[src/rtl/imem_pkg.sv]
// Shared types and constants for the instruction-RAM port arbiter.
package imem_pkg;

    localparam int IMEM_DEPTH = 16;
    localparam int IMEM_IDX_W = 4;

    // Who issued the read whose data comes back this cycle.
    typedef enum logic [1:0] {
        OWN_NONE,
        OWN_IF,
        OWN_VGA
    } owner_t;

    // Boot gating: fetch stays blocked until the loader says it is done.
    typedef enum logic {
        ST_BOOT,
        ST_RUN
    } boot_state_t;

    // An access is bad if it is not word aligned or falls past the last word.
    function automatic logic addr_bad(input logic [31:0] addr, input int unsigned depth);
        logic [31:0] limit;
        limit = 32'(depth * 4);
        return (addr[1:0] != 2'b00) || (addr >= limit);
    endfunction

endpackage

[src/rtl/imem_port_arbiter_rr_arb2.sv]
// Two-requester round-robin arbiter. Requester A is fetch, B is the viewer.
// The pointer only moves when both request and the slot is not held by a
// higher-priority user, so an uncontended grant never disturbs fairness.
module rr_arb2 (
    input  logic clk,
    input  logic rst,
    input  logic req_a,
    input  logic req_b,
    input  logic hold,
    output logic gnt_a,
    output logic gnt_b
);

    // ptr_q = 0 favours A, 1 favours B
    logic ptr_q;
    logic ptr_d;

    // Pick a winner and compute the next pointer value
    always_comb begin
        gnt_a = 1'b0;
        gnt_b = 1'b0;
        ptr_d = ptr_q;
        if (!hold) begin
            if (req_a && req_b) begin
                if (ptr_q) begin
                    gnt_b = 1'b1;
                end else begin
                    gnt_a = 1'b1;
                end
                ptr_d = ~ptr_q;
            end else begin
                gnt_a = req_a;
                gnt_b = req_b;
            end
        end
    end

    // Pointer flop, starts out favouring A
    always_ff @(posedge clk or posedge rst) begin
        if (rst) begin
            ptr_q <= 1'b0;
        end else begin
            ptr_q <= ptr_d;
        end
    end

endmodule

[src/rtl/imem_port_arbiter.sv]
// Single-port instruction RAM arbiter: loader writes have absolute priority,
// fetch and viewer reads share the remaining slot round-robin, and fetch is
// blocked while the boot FSM is in BOOT. Read data is steered back one cycle
// later only to the requester recorded in the owner register.
//
// Handshake: a requester raises req with a stable address and keeps both
// until gnt is seen in the same cycle; the access is taken in that cycle.
// Dropping req before gnt withdraws the request. Read data follows the grant
// by exactly one cycle on the matching rvalid/rdata pair; there is no
// back-pressure on the return path.
module imem_port_arbiter
    import imem_pkg::*;
#(
    parameter int DEPTH     = IMEM_DEPTH,
    parameter bit BOOT_LOAD = 1'b1
) (
    input  logic                  clk,
    input  logic                  rst,

    input  logic                  ld_req,
    input  logic [31:0]           ld_addr,
    input  logic [31:0]           ld_wdata,
    input  logic                  ld_done,
    output logic                  ld_gnt,

    input  logic                  if_req,
    input  logic [31:0]           if_addr,
    output logic                  if_gnt,
    output logic                  if_rvalid,
    output logic [31:0]           if_rdata,

    input  logic                  vga_req,
    input  logic [31:0]           vga_addr,
    output logic                  vga_gnt,
    output logic                  vga_rvalid,
    output logic [31:0]           vga_rdata,

    output logic                  mem_we,
    output logic [IMEM_IDX_W-1:0] mem_idx,
    output logic [31:0]           mem_wdata,
    input  logic [31:0]           mem_rdata,

    output logic                  addr_err,
    output logic                  booting
);

    localparam boot_state_t RESET_STATE = BOOT_LOAD ? ST_BOOT : ST_RUN;

    boot_state_t state_q, state_d;
    owner_t      owner_q, owner_d;
    logic        rd_err_q, rd_err_d;

    logic        if_masked;
    logic        ld_bad, if_bad, vga_bad;

    assign ld_bad  = addr_bad(ld_addr, DEPTH);
    assign if_bad  = addr_bad(if_addr, DEPTH);
    assign vga_bad = addr_bad(vga_addr, DEPTH);

    // Fetch only competes once the program is loaded
    assign if_masked = if_req && (state_q == ST_RUN);

    rr_arb2 u_rr (
        .clk   (clk),
        .rst   (rst),
        .req_a (if_masked),
        .req_b (vga_req),
        .hold  (ld_req),
        .gnt_a (if_gnt),
        .gnt_b (vga_gnt)
    );

    assign ld_gnt = ld_req;

    // Drive the RAM port from whichever requester won this cycle
    always_comb begin
        mem_we    = 1'b0;
        mem_idx   = '0;
        mem_wdata = '0;
        addr_err  = 1'b0;
        owner_d   = OWN_NONE;
        rd_err_d  = 1'b0;
        if (ld_gnt) begin
            // A bad loader address is acknowledged but never written
            mem_we    = !ld_bad;
            mem_idx   = ld_addr[5:2];
            mem_wdata = ld_wdata;
            addr_err  = ld_bad;
        end else if (if_gnt) begin
            mem_idx  = if_addr[5:2];
            addr_err = if_bad;
            owner_d  = OWN_IF;
            rd_err_d = if_bad;
        end else if (vga_gnt) begin
            mem_idx  = vga_addr[5:2];
            addr_err = vga_bad;
            owner_d  = OWN_VGA;
            rd_err_d = vga_bad;
        end
    end

    // Boot FSM next state: leave BOOT on the load-complete pulse
    always_comb begin
        state_d = state_q;
        if (state_q == ST_BOOT && ld_done) begin
            state_d = ST_RUN;
        end
    end

    // State, read owner and read-error flags
    always_ff @(posedge clk or posedge rst) begin
        if (rst) begin
            state_q  <= RESET_STATE;
            owner_q  <= OWN_NONE;
            rd_err_q <= 1'b0;
        end else begin
            state_q  <= state_d;
            owner_q  <= owner_d;
            rd_err_q <= rd_err_d;
        end
    end

    // Return path: data reaches only the owner, zeroed after a bad address
    always_comb begin
        if_rvalid  = (owner_q == OWN_IF);
        vga_rvalid = (owner_q == OWN_VGA);
        if_rdata   = (if_rvalid && !rd_err_q) ? mem_rdata : 32'h0;
        vga_rdata  = (vga_rvalid && !rd_err_q) ? mem_rdata : 32'h0;
    end

    assign booting = (state_q == ST_BOOT);

endmodule

[config.mk]
export PLATFORM = sky130hd
export DESIGN_NAME = imem_port_arbiter
export DESIGN_NICKNAME = d
export VERILOG_FILES = /design/src/rtl/imem_pkg.sv /design/src/rtl/imem_port_arbiter_rr_arb2.sv /design/src/rtl/imem_port_arbiter.sv
export SDC_FILE = /design/constraint.sdc
export NUM_CORES = 1
export LEC_CHECK = 0
export ABC_AREA = 1
export CAP_MARGIN = 40
export CELL_PAD_IN_SITES_DETAIL_PLACEMENT = 1
export CELL_PAD_IN_SITES_GLOBAL_PLACEMENT = 1
export CORE_MARGIN = 8
export CORE_UTILIZATION = 10
export DETAILED_ROUTE_END_ITERATION = 16
export GPL_ROUTABILITY_DRIVEN = 0
export PLACE_DENSITY_LB_ADDON = 0.1
export RECOVER_POWER = 50
export SETUP_SLACK_MARGIN = 0.05
export SLEW_MARGIN = 20
export SYNTH_ARGS = -nofsm -noshare
export SYNTH_HDL_FRONTEND = slang
export SYNTH_HIERARCHICAL = 1
export SYNTH_SLANG_ARGS = --single-unit
[constraint.sdc]
create_clock -name clk -period 1.3 [get_ports clk]
set_clock_uncertainty 0.15 [all_clocks]
set_input_delay 0.26 -clock clk [delete_from_list [all_inputs] [get_ports clk]]
set_output_delay 0.26 -clock clk [all_outputs]
set_load 0.005 [all_outputs]
* Yosys cells after proc, flatten, opt, wreduce, memory -nomap -nowiden
Index checks and enable logic that the tools add are counted.
** Word-level totals
- Logic and storage cells :: 46
- Bits of input ports :: 166
- Output and inout port bits :: 108
- Bits in registers :: 5
** Cells by class
- Magnitude comparators :: 3
- Mux-type cells :: 20
- Reductions and logical operators :: 14
- Eq/ne operators :: 2
- Bitwise logic cells :: 3
** Operators with widths (count)
- $ge 32x7->1 const B :: 3
- $mux 32 :: 3
- $mux 4 :: 3
- $mux 1 :: 11
- $mux 2 :: 3
- $reduce_bool 2->1 :: 3
- $logic_and 1x1->1 :: 5
- $logic_or 1x1->1 :: 3
- $not 1->1 :: 3
- $eq 2x1->1 const B :: 1
- $eq 2x2->1 const B :: 1
- $logic_not 1->1 :: 2
- $reduce_and 2->1 :: 1

* Longest topological paths before layout
- Word-level depth :: 7
- Gate-level depth with buffers :: 9
- Depth with buffers taken out :: 9

* Modules after synthesis
The synthesis kept the hierarchy.
** By module, submodules not included
- imem_port_arbiter :: area an instance 1275.0 um^2, seq. area each 100.1 um^2, cells an instance 293, times used 1
- rr_arb2 :: area an instance 77.6 um^2, seq. area each 25.0 um^2, cells an instance 14, times used 1

* Worst setup path before layout
OpenSTA, ideal clock, no wires.
- Path type :: register to output
- Start :: register state_q
- End :: output port addr_err
- Cell stages (with the launch flop) :: 10
- Required time :: 0.890 ns
- Slack :: -0.217 ns
- Arrival time :: 1.107 ns
- Path buffers :: 0
- Cells stage by stage :: dfrtp_1 nand2_1 inv_1 nand2_1 a21oi_1 nor2_1 nand2_1 inv_1 o21ai_1 nand3_1
** Between the ends
- Elaborated cells on any way between the ends :: 9
- Classes of those cells :: 7 x mux; 2 x reduce/logical
** RTL lines
- start, declared :: line imem_port_arbiter.sv:49 : boot_state_t state_q, state_d;
- start signal, assigned :: line imem_port_arbiter.sv:117 : state_q <= state_d;
- $logic_and 1x1->1 (*) :: line imem_port_arbiter.sv:61 : assign if_masked = if_req && (state_q == ST_RUN);
- named net if_masked :: line imem_port_arbiter.sv:53 : logic if_masked;
- $logic_and 1x1->1 :: line imem_port_arbiter_rr_arb2.sv:24 : if (req_a && req_b) begin
- $mux 1 (*) :: line imem_port_arbiter_rr_arb2.sv:24
- $mux 1 (*) :: line imem_port_arbiter_rr_arb2.sv:23 : if (!hold) begin
- named net if_gnt :: line imem_port_arbiter.sv:28 : output logic if_gnt,
- $mux 1 (*) :: line imem_port_arbiter.sv:89 : end else if (if_gnt) begin
- $mux 1 (*) :: line imem_port_arbiter.sv:83 : if (ld_gnt) begin
- end, declared :: line imem_port_arbiter.sv:43 : output logic addr_err,
Mark *: on every way through the listed nets, which the timed path passes. The rest lies on a longest branch.

* Final worst setup path
- Start :: register owner_q[1]
- End :: output port if_rdata[19]
** Between the ends
- Word-level cells in the longest chain between the ends :: 3
** RTL lines
- start, declared :: line imem_port_arbiter.sv:50 : owner_t owner_q, owner_d;
- start signal, assigned :: line imem_port_arbiter.sv:118 : owner_q <= owner_d;
- $eq 2x1->1 :: line imem_port_arbiter.sv:125 : if_rvalid = (owner_q == OWN_IF);
- $logic_and 1x1->1 :: line imem_port_arbiter.sv:127 : if_rdata = (if_rvalid && !rd_err_q) ? mem_rdata : 32'h0;
- $mux 32 :: line imem_port_arbiter.sv:127
- end, declared :: line imem_port_arbiter.sv:30 : output logic [31:0] if_rdata,
No other way between the ends.

==> report_table.html <==
<table>
<tr><th>Metric</th><th>Value</th></tr>
<tr><th colspan="2">Final layout</th></tr>
<tr><td>Area occupied by registers</td><td>125 um2</td></tr>
<tr><td>Number of nets at the end of the flow</td><td>843</td></tr>
<tr><td>Total inserted antenna cells</td><td>0</td></tr>
<tr><td>Signed area change from the synthesized netlist to the final layout</td><td>349%</td></tr>
<tr><td>Fraction of the core area covered by cells at the end of the flow</td><td>0.458</td></tr>
<tr><td>Final Instance Count excl. Fillers</td><td>852</td></tr>
<tr><td>Share of post-route cells with drive strength above 1</td><td>0.561</td></tr>
<tr><td>Number of filler cells placed in the layout</td><td>1612</td></tr>
<tr><td>Area of the multi-input gates</td><td>0.00160 mm2</td></tr>
<tr><th colspan="2">Die</th></tr>
<tr><td>Die height</td><td>132 um</td></tr>
<tr><td>Count of boundary I/O pins</td><td>274</td></tr>
<tr><td>Count of standard-cell rows</td><td>42</td></tr>
<tr><td>Effective utilization at floorplan</td><td>0.102</td></tr>
<tr><td>Horizontal die dimension</td><td>132 um</td></tr>
<tr><td>DIE AREA</td><td>0.0175 mm2</td></tr>
<tr><td>CORE AREA</td><td>0.0132 mm2</td></tr>
<tr><th colspan="2">Setup path</th></tr>
<tr><td>Class of the most critical setup path</td><td>flop to primary output</td></tr>
<tr><td>Most common cell type on the critical path</td><td>buf_6</td></tr>
<tr><td>CP required</td><td>890 ps</td></tr>
<tr><td>Crit-path cells</td><td>buf_6 &gt; nor2_4 &gt; nand2_4 &gt; buf_12 &gt; buf_6 &gt; buf_6 &gt; buf_6 &gt; nor2_4 &gt; buf_2</td></tr>
<tr><td>Worst setup EP type</td><td>primary output</td></tr>
<tr><td>Nature of the critical path startpoint</td><td>flop</td></tr>
<tr><td>Worst Path Arrival</td><td>1620 ps</td></tr>
<tr><td>Critical Path Fanout Max</td><td>3</td></tr>
<tr><td>CP top delay family</td><td>buffers and inverters</td></tr>
<tr><td>Largest stage delay, worst path</td><td>390 ps</td></tr>
<tr><td>Buffers and inverters on the worst path</td><td>6</td></tr>
<tr><td>Slowest CP cell</td><td>dfrtp_1</td></tr>
<tr><td>Register-to-register setup slack</td><td>-220 ps</td></tr>
<tr><th colspan="2">Placed design</th></tr>
<tr><td>Cells after DPL</td><td>764</td></tr>
<tr><td>Count of input and output buffers</td><td>273</td></tr>
<tr><td>Half-perimeter wire length after placement</td><td>10.6 mm</td></tr>
<tr><th colspan="2">Timing</th></tr>
<tr><td>Number of endpoints with negative hold slack in the final report</td><td>0</td></tr>
<tr><td>Final Cycle Share</td><td>1.56</td></tr>
<tr><td>Final Worst Setup Slack</td><td>-729 ps</td></tr>
<tr><td>Remaining max-slew budget at the tightest pin</td><td>0.871</td></tr>
<tr><td>Max-slew violation total from the final report</td><td>0</td></tr>
<tr><td>Final setup viols</td><td>102</td></tr>
<tr><td>Final Hold Slack</td><td>187 ps</td></tr>
<tr><td>Min Tclk post-route</td><td>2030 ps</td></tr>
<tr><td>Measured slew at the worst slew-check pin</td><td>192 ps</td></tr>
<tr><td>FMAX</td><td>493 MHz</td></tr>
<tr><td>Final sum of negative setup slack</td><td>-46720 ps</td></tr>
<tr><td>RSZ-0062 raised after global routing</td><td>true</td></tr>
<tr><th colspan="2">Synthesis</th></tr>
<tr><td>Syn nets</td><td>473</td></tr>
<tr><td>Synth Area per Inst</td><td>4.41 um2</td></tr>
<tr><td>Register bit count reported by yosys</td><td>5</td></tr>
<tr><td>Main area contributors after synthesis</td><td>nor2_1, nand2_1, inv_1</td></tr>
<tr><td>Dominant cell type by area after synthesis</td><td>nor2_1</td></tr>
<tr><td>Netlist area before placement</td><td>0.00135 mm2</td></tr>
<tr><td>Gate count after technology mapping</td><td>307</td></tr>
<tr><td>Distinct cells, synth</td><td>16</td></tr>
<tr><td>Area share of the leading cell type in the synthesized netlist</td><td>0.319</td></tr>
<tr><td>Sequential fraction of the synthesis area</td><td>0.0925</td></tr>
<tr><td>Yosys synthesis warning count</td><td>6</td></tr>
<tr><th colspan="2">Pwr</th></tr>
<tr><td>Switch share</td><td>0.310</td></tr>
<tr><td>Total power divided by cell area</td><td>376 mW/mm2</td></tr>
<tr><td>Post-layout total power</td><td>2280 uW</td></tr>
<tr><td>Share of total power in sequential cells</td><td>0.081</td></tr>
<tr><td>Internal power</td><td>1580 uW</td></tr>
<tr><td>Leak pwr</td><td>0.00309 uW</td></tr>
<tr><td>Switching pwr</td><td>708 uW</td></tr>
<tr><td>Part of the power in the clock network</td><td>0.218</td></tr>
<tr><td>Combinational cell fraction of total power</td><td>0.701</td></tr>
<tr><td>Highest ir drop seen on vdd</td><td>0.266 mV</td></tr>
<tr><th colspan="2">GRT</th></tr>
<tr><td>Remaining global-route overflow</td><td>0</td></tr>
<tr><td>First-pass GRT wire length</td><td>19.9 mm</td></tr>
<tr><td>Vias in the first global route</td><td>3595</td></tr>
<tr><td>Maximum number of pins on one net before global-route repair</td><td>13</td></tr>
<tr><td>Initial antenna violation count</td><td>1</td></tr>
<tr><td>Overall Global Routing Usage</td><td>0.141</td></tr>
<tr><th colspan="2">Detailed routing</th></tr>
<tr><td>Initial DRT Pass Iterations</td><td>3</td></tr>
<tr><td>Detailed Route Iter0 Violations</td><td>39</td></tr>
<tr><td>Residual DRC</td><td>0</td></tr>
<tr><td>Via density per instance</td><td>3.76</td></tr>
<tr><td>Antenna Violating Nets Remaining</td><td>0</td></tr>
<tr><td>WL/cell</td><td>16.0 um</td></tr>
<tr><td>Sum of routed wire length over all layers</td><td>13.6 mm</td></tr>
<tr><td>Via count</td><td>3207</td></tr>
<tr><th colspan="2">Clocking</th></tr>
<tr><td>Clock buffer count from CTS</td><td>3</td></tr>
<tr><td>Clock tree root buffer cell</td><td>clkbuf_16</td></tr>
<tr><td>Maximum clock insertion buffer count</td><td>2</td></tr>
<tr><td>Htree depth</td><td>1</td></tr>
<tr><td>Worst skew pair latency</td><td>220 ps</td></tr>
<tr><td>Post-CTS Hold Buffers</td><td>0</td></tr>
<tr><td>Clock-pin slew on the worst setup and hold paths</td><td>30 ps</td></tr>
<tr><td>TritonCTS clock tree</td><td>built</td></tr>
<tr><td>Clock tree sinks</td><td>5</td></tr>
<tr><th colspan="2">Worst hold path</th></tr>
<tr><td>Hold crit path type</td><td>primary input to asynchronous set/reset pin</td></tr>
<tr><th colspan="2">Run</th></tr>
<tr><td>Count of max-cap constraint violations</td><td>0</td></tr>
<tr><th colspan="2">Status</th></tr>
<tr><td>Violations in the final reports</td><td>negative setup slack</td></tr>
<tr><td>Run status</td><td>complete, but fails checks</td></tr>
</table>
==> layer usage <==
layer / part of all wire / GRT usage
met5: 0.00095 / 0
met4: 0.014 / 0.0347
met3: 0.082 / 0.0457
met2: 0.58 / 0.288
met1: 0.32 / 0.130
==> worst paths after layout <==
path / start / endpoint / cells after the start
max in group asynchronous: rst / owner_q[0]$_DFF_PP0_ / 2
worst max-delay path: owner_q[1]$_DFF_PP0_ / if_rdata[19] / 9
worst min register to register: u_rr/ptr_q$_DFFE_PP0P_ / u_rr/ptr_q$_DFFE_PP0P_ / 2
worst max register to register: state_q$_DFFE_PP0P_ / rd_err_q$_DFF_PP0_ / 12
min in group clk: ld_req / u_rr/ptr_q$_DFFE_PP0P_ / 5
worst min-delay path: rst / u_rr/ptr_q$_DFFE_PP0P_ / 2
==> cell type report <==
| class | count | share of cell area |
|---|---|---|
| well taps | 176 | 0.0363 |
| clock buffers | 4 | 0.0130 |
| inverters | 76 | 0.0470 |
| repair buffers | 376 | 0.619 |
| multi-input cells | 215 | 0.264 |
| flip-flops and latches | 5 | 0.0206 |
==> through the flow <==
| step | cell area (um2) | setup slack, ps |
|---|---|---|
| global route | 6070 | -794 |
| global placement | 4910 | -1090 |
| CTS | 5360 | -731 |
| finish | 6070 | -729 |
| floorplan | 1870 | -89.2 |
| detailed placement | 4910 | -1140 |
==> state kept, by name, indices dropped and copies added, names as in the netlist <==
signal / cells
owner_q: 2
state_q: 1
u_rr/ptr_q: 1
rd_err_q: 1
==> power by group through the flow <==
stage                     combinational [uW]  clock (uW)  sequential [uW]
final                                   1600         497              185
after global placement                  1220           0              183
after detailed placement                1230           0              183
after global routing                    1710         518              187
after CTS                               1370         507              185
after floorplan                          390           0              180
==> cells in the final DEF, fill, tap and decap left out, types with 2 or more instances in the layout <==
master | Yosys | layout
clkbuf_16 | 0 | 4
nor2_4 | 0 | 67
o21ai_2 | 0 | 2
clkdlybuf4s15_1 | 0 | 3
nand2_1 | 78 | 42
clkbuf_2 | 0 | 2
inv_2 | 0 | 24
clkdlybuf4s50_1 | 0 | 123
nor2_1 | 115 | 48
buf_2 | 4 | 76
dfrtp_1 | 5 | 5
and2_0 | 3 | 3
nand3_2 | 0 | 2
nor2_2 | 4 | 4
clkbuf_1 | 0 | 3
buf_4 | 1 | 11
inv_1 | 76 | 52
buf_6 | 6 | 115
buf_8 | 0 | 10
buf_16 | 0 | 4
buf_12 | 0 | 16
nand2_4 | 0 | 22
dlygate4sd2_1 | 0 | 12
a21oi_4 | 0 | 2
nand2_2 | 2 | 16
nand3_1 | 6 | 4
==> what timing repair did <==
| item | in CTS | in global routing |
|---|---|---|
| endpoints found under the setup margin | 111 | 111 |
| setup buffers | 55 | 34 |
| pin swaps | 45 | 18 |
| gates cloned | 5 | 1 |
| resized for setup | 584 | 199 |
==> cell families after synthesis <==
logic type / after synthesis / share of synthesized area
simple gates: 210 / 0.608
flops: 5 / 0.0925
buf+inv: 87 / 0.281
compound gates: 5 / 0.0185
==> worst reg2reg max path: stages, from the launching register on <==
cell and delay [ps]:
dfrtp_1 350, nand2_2 60, inv_2 70, buf_6 100, nand2_4 40, a21oi_4 140
nor2_1 60, nand2_1 60, inv_2 50, buf_6 110, o21ai_2 50, buf_4 120
nand2_2 30
==> synthesized netlist by cell type, drive strengths merged <==
master / count
nor3: 1
a21oi: 2
nand2: 80
o21ai: 3
nor2: 119
or2: 1
nand3: 6
buf: 11
inv: 76
and2: 3
dfrtp: 5
Note: power is estimated with default switching activity, not from simulation.
